[src/rtl/inst_buffer.sv]
// Dual-issue instruction queue between the branch predictor and decode.
// Optional stall counter enabled by defining INST_BUFFER_PERF_EN.
module inst_buffer #(
   parameter int unsigned DEPTH = 16,
   parameter int unsigned AW    = 4
) (
   input  logic          clk,
   input  logic          rst,
   input  logic          flush,
   input  logic          push_en_1,
   input  logic          push_en_2,
   input  logic [31:0]   pc_1_i,
   input  logic [31:0]   pc_2_i,
   input  logic [31:0]   inst_1_i,
   input  logic [31:0]   inst_2_i,
   input  logic          is_branch_1_i,
   input  logic          is_branch_2_i,
   input  logic          taken_i,
   input  logic [31:0]   target_i,
   output logic          buf_ready_o,
`ifdef INST_BUFFER_PERF_EN
   output logic [31:0]   full_stall_cnt_o,
`endif
   input  logic          dec_ready_i,
   output logic          valid_1_o,
   output logic          valid_2_o,
   output logic [31:0]   pc_1_o,
   output logic [31:0]   pc_2_o,
   output logic [31:0]   inst_1_o,
   output logic [31:0]   inst_2_o,
   output logic          br_1_o,
   output logic          br_2_o,
   output logic          taken_1_o,
   output logic          taken_2_o,
   output logic [31:0]   target_1_o,
   output logic [31:0]   target_2_o
);

   typedef struct packed {
      logic [31:0] pc;
      logic [31:0] inst;
      logic        br;
      logic        taken;
      logic [31:0] target;
   } entry_t;

   // Two free slots are required so a dual push can never overflow.
   localparam logic [AW:0] ReadyMax = (AW+1)'(DEPTH - 2);

   entry_t        mem_q [DEPTH];
   logic [AW-1:0] wr_ptr_q, wr_ptr_d;
   logic [AW-1:0] rd_ptr_q, rd_ptr_d;
   logic [AW:0]   count_q, count_d;

   logic [AW-1:0] wr_addr_2;
   logic [AW-1:0] rd_addr_2;
   logic [1:0]    push_n;
   logic [1:0]    pop_m;
   logic          push_ok;
   entry_t        ent_1, ent_2;
   entry_t        rd_1, rd_2;

   always_comb begin
      buf_ready_o = (count_q <= ReadyMax);
      valid_1_o   = (count_q != '0);
      valid_2_o   = |count_q[AW:1];
      push_ok     = buf_ready_o & ~flush;
      push_n      = push_ok ? ({1'b0, push_en_1} + {1'b0, push_en_2}) : 2'd0;
      pop_m       = dec_ready_i ? ({1'b0, valid_1_o} + {1'b0, valid_2_o}) : 2'd0;
      wr_addr_2   = wr_ptr_q + AW'(push_en_1);
      rd_addr_2   = rd_ptr_q + AW'(1);
   end

   // Non-branch slots store zeroed prediction fields.
   always_comb begin
      ent_1.pc     = pc_1_i;
      ent_1.inst   = inst_1_i;
      ent_1.br     = is_branch_1_i;
      ent_1.taken  = is_branch_1_i & taken_i;
      ent_1.target = is_branch_1_i ? target_i : 32'h0;
      ent_2.pc     = pc_2_i;
      ent_2.inst   = inst_2_i;
      ent_2.br     = is_branch_2_i;
      ent_2.taken  = is_branch_2_i & taken_i;
      ent_2.target = is_branch_2_i ? target_i : 32'h0;
   end

   always_comb begin
      if (flush) begin
         wr_ptr_d = '0;
         rd_ptr_d = '0;
         count_d  = '0;
      end else begin
         wr_ptr_d = wr_ptr_q + AW'(push_n);
         rd_ptr_d = rd_ptr_q + AW'(pop_m);
         count_d  = count_q + (AW+1)'(push_n) - (AW+1)'(pop_m);
      end
   end

   always_ff @(posedge clk or negedge rst) begin
      if (!rst) begin
         wr_ptr_q <= '0;
         rd_ptr_q <= '0;
         count_q  <= '0;
      end else begin
         wr_ptr_q <= wr_ptr_d;
         rd_ptr_q <= rd_ptr_d;
         count_q  <= count_d;
      end
   end

   // Storage is deliberately not reset; validity comes from count alone.
   always_ff @(posedge clk) begin
      if (push_ok) begin
         if (push_en_1) mem_q[wr_ptr_q] <= ent_1;
         if (push_en_2) mem_q[wr_addr_2] <= ent_2;
      end
   end

   always_comb begin
      rd_1       = valid_1_o ? mem_q[rd_ptr_q]  : '0;
      rd_2       = valid_2_o ? mem_q[rd_addr_2] : '0;
      pc_1_o     = rd_1.pc;
      inst_1_o   = rd_1.inst;
      br_1_o     = rd_1.br;
      taken_1_o  = rd_1.taken;
      target_1_o = rd_1.target;
      pc_2_o     = rd_2.pc;
      inst_2_o   = rd_2.inst;
      br_2_o     = rd_2.br;
      taken_2_o  = rd_2.taken;
      target_2_o = rd_2.target;
   end

`ifdef INST_BUFFER_PERF_EN
   logic [31:0] stall_cnt_q;

   // Flush does not clear the counter; it is a lifetime statistic.
   always_ff @(posedge clk or negedge rst) begin
      if (!rst) begin
         stall_cnt_q <= '0;
      end else if ((push_en_1 | push_en_2) & ~buf_ready_o & ~flush &
                   (stall_cnt_q != 32'hFFFF_FFFF)) begin
         stall_cnt_q <= stall_cnt_q + 32'd1;
      end
   end

   assign full_stall_cnt_o = stall_cnt_q;
`endif

endmodule
[config.mk]
export PLATFORM = sky130hd
export DESIGN_NAME = inst_buffer
export DESIGN_NICKNAME = d
export VERILOG_FILES = /design/src/rtl/inst_buffer.sv
export SDC_FILE = /design/constraint.sdc
export NUM_CORES = 2
export LEC_CHECK = 0
export CORE_AREA = 2 2 484 486
export DETAILED_ROUTE_END_ITERATION = 8
export DIE_AREA = 0 0 486 488
export DONT_BUFFER_PORTS = 1
export SYNTH_ARGS = -nofsm -noshare
export SYNTH_HDL_FRONTEND = slang
export SYNTH_SLANG_ARGS = --single-unit
[constraint.sdc]
create_clock -name clk -period 25.1 [get_ports clk]
set_input_delay 2.51 -clock clk [delete_from_list [all_inputs] [get_ports clk]]
set_output_delay 2.51 -clock clk [all_outputs]
set_load 0.03 [all_outputs]
==> results.sh <==
export IMPL_max_slew_margin_pct=19.4
export IMPL_ant_nets=0
export IMPL_worstMarginPinSlew_ps=1230
export IMPL_ioPinCount=368
export IMPL_p_clk_share_pct=25.5
export IMPL_r2r_slack_ps=20020
export IMPL_first_pass_iters=6
export IMPL_drive_gt1_share_pct=45.9
export IMPL_grt_overflow_total=0
export IMPL_hp_class="flop to flop"
export IMPL_hp_start="rd_ptr_q[3]$_DFF_PN0_"
export IMPL_yosys_top_cells_area="edfxtp_1 51%, mux4_2 19%, mux2_2 14%"
export IMPL_dp_cells=7913
export IMPL_p_seq_share_pct=30.0
export IMPL_worstSetupPathType="flop to primary output"
export IMPL_synth_async_reset_ratio_pct=0.822
export IMPL_clk_path_buf_depth=3
export IMPL_via_per_inst=6.47
export IMPL_internal_power_mw=6.35
export IMPL_stdcell_count=8260
export IMPL_cts_resized=0
export IMPL_finalPower_mw=10.3
export IMPL_wl_mm=307
export IMPL_irDropWorstVdd_mv=0.147
export IMPL_vias=53500
export IMPL_synth_edff_count=1568
export IMPL_clk_pin_slew_worst_paths_ps=60
export IMPL_die_h_um=488
export IMPL_die_width_um=486
export IMPL_worstHoldEndpoint="rd_ptr_q[3]$_DFF_PN0_"
export IMPL_finalSetupViolations=0
export IMPL_cts_tree="built"
export IMPL_synth_top_area_share_pct=51.0
export IMPL_ys_seq_area_share_pct=51.4
export IMPL_rsz0062_at_grt="false"
export IMPL_comb_power_share_pct=44.5
export IMPL_r2r_end="mem_q[10][53]$_DFFE_PP_"
export IMPL_yosysWarnings=0
export IMPL_path_cells="ha_4 -> buf_4 -> buf_12 -> mux4_2 -> mux2i_1 -> o22ai_1"
export IMPL_routedWlPerCell_um=37.2
export IMPL_fmax_mhz=119
export IMPL_port_buffers=0
export IMPL_antenna_found_initial=5
export IMPL_p_leak_nw=31.9
export IMPL_area_growth_pct=8.55
export IMPL_hpwlAfterDp_mm=164
export IMPL_finalWeightedCongestion=0.778
export IMPL_avgSynthCellArea_um2=17.2
export IMPL_hold_depth=2
export IMPL_netSwitchingPower_mw=3.90
export IMPL_synth_commonest_cells="1568 x edfxtp_1, 1177 x mux2_2, 784 x mux4_2"
export IMPL_synthFlopType="edfxtp_1"
export IMPL_hold_buffers=0
export IMPL_syn_num_nets=5567
export IMPL_grt_pass1_wl_mm=434
export IMPL_dpl_cell_area_um2=94400
export IMPL_fin_crit_sh_pct=33.5
export IMPL_crit_arrival_ps=5910
export IMPL_finalMaxSlewViolations=0
export IMPL_syn_area_um2=92300
export IMPL_dieArea_um2=237000
export IMPL_max_cap_violations=0
export IMPL_status="finished, final reports clean"
export IMPL_worstRegToRegCells=8
export IMPL_cp_start_kind="flop"
export IMPL_numCtsBuffers=185
export IMPL_clk_latency_ps=840
export IMPL_start_util_pct=39.8
export IMPL_synth_cell_types=49
export IMPL_cp_max_fo=149
export IMPL_hold_violations=0
export IMPL_grt_pass1_vias=55900
export IMPL_critPathLaunch="rd_ptr_q[0]$_DFF_PN0_"
export IMPL_synth_most_common_cell="edfxtp_1"
export IMPL_crit_slowest_cell="dfrtp_4"
export IMPL_grt_start_max_net_pins=150
export IMPL_h_tree_depth=4
export IMPL_core_area_um2=232000
export IMPL_final_area_um2=100000
export IMPL_rows=177
export IMPL_r2r_start="count_q[4]$_DFF_PN0_"
export IMPL_fin_nets=5248
export IMPL_setup_tns_ps=0
export IMPL_nFillCells=20200
export IMPL_cts_setup_buffers=0
export IMPL_synth_seq_cells=1581
export IMPL_clock_sinks=1581
export IMPL_fin_skew_ps=37.4
export IMPL_critPathRequiredTime_ps=22590
export IMPL_drc=0
export IMPL_drt_iter0_drc=5824
export IMPL_gr_usage_all_layers_pct=25.6
export IMPL_cpPeakStageDelay_ps=1000
export IMPL_worstSetupEndpointType="primary output"
export IMPL_synth_top_cell_by_area="edfxtp_1"
export IMPL_synth_cells=5376
export IMPL_power_density_nw_per_um2=102
export IMPL_root_buffer="clkbuf_16"
export IMPL_period_needed_ps=8420
export IMPL_switching_share_pct=38.1
==> through the flow <==
stage	utilization (%)	worst slack, ps	hold WS (ps)
2_1_floorplan	-	14340	561
3_3_place_gp	40.7	17560	655
3_5_place_dp	40.7	17550	662
4_1_cts	43.2	16600	683
5_1_grt	43.2	16220	729
6_report	43.2	16680	684
==> critical path: cells and delay by family (launching register included) <==
| kind | cells | cell delay [ps] |
|---|---|---|
| buf+inv | 2 | 1540 |
| flops | 1 | 1000 |
| compound gates | 1 | 920 |
| fa+ha+maj | 1 | 780 |
| mux | 2 | 460 |
==> layout by cell type, fill, tap and decap left out, types with 14 or more instances in the layout <==
master,n
mux2i_1,724
a22o_1,98
clkbuf_16,188
clkbuf_1,47
clkinv_1,45
clkinv_2,29
mux4_2,784
o22ai_1,98
nand2_1,71
edfxtp_1,1568
mux2_1,59
mux2_2,1177
inv_1,14
buf_4,127
ha_1,17
==> area by class of cell <==
cell class / instances / area, µm² / area share [%]
diodes: 10 / 25.0 / 0.0250
multi-input cells: 3139 / 42000 / 41.9
repair buffers: 136 / 1130 / 1.13
flip-flops and latches: 1581 / 47400 / 47.3
inverters: 14 / 52.6 / 0.0525
clock buffers: 235 / 4880 / 4.87
well taps: 3043 / 3810 / 3.80
clock inverters: 102 / 868 / 0.867
==> routing by layer <==
layer	global-route usage, %	routed length, µm	vias up
met5	0	0	-
met4	8.48	10300	0
met1	32.4	119000	28900
met2	44.0	154000	2418
li1	-	-	21600
met3	5.09	23900	505
==> how the worst max path moves through the flow <==
| stage | to | slack [ps] |
|---|---|---|
| after floorplan | mem_q[10][0]$_DFFE_PP_ | 14340 |
| after global placement | inst_2_o[27] | 17560 |
| after detailed placement | inst_2_o[27] | 17550 |
| after CTS | inst_2_o[27] | 16600 |
| after global routing | inst_2_o[27] | 16220 |
| final | pc_2_o[30] | 16680 |
==> registers in the layout, summed over array words and instances, names as in the netlist <==
| signal | count |
|---|---|
| count_q | 5 |
| mem_q | 1568 |
| rd_ptr_q | 4 |
| wr_ptr_q | 4 |
==> power groups by stage <==
stage               registers, mW  clock network [mW]  logic, mW
global placement             3.13                   0       4.55
global route                 3.09                2.75       4.78
detailed placement           3.13                   0       4.58
CTS                          3.08                2.66       4.59
finish                       3.08                2.62       4.56
floorplan                    3.09                   0       3.59
==> kinds of logic (layout without fill, tap and decap cells) <==
kind of cell | count (synthesis) | count (layout) | share of synthesized area, %
AO/OA/AOI/OAI | 241 | 241 | 1.97
XOR/XNOR | 8 | 8 | 0.0759
adder cells (fa/ha/maj) | 22 | 22 | 0.331
buffers and inverters | 656 | 487 | 3.54
flip-flops | 1581 | 1581 | 51.4
multiplexers | 2744 | 2744 | 42.1
other | 0 | 10 | 0
AND/OR/NAND/NOR | 124 | 124 | 0.633
(Power assumes the default switching activity.)
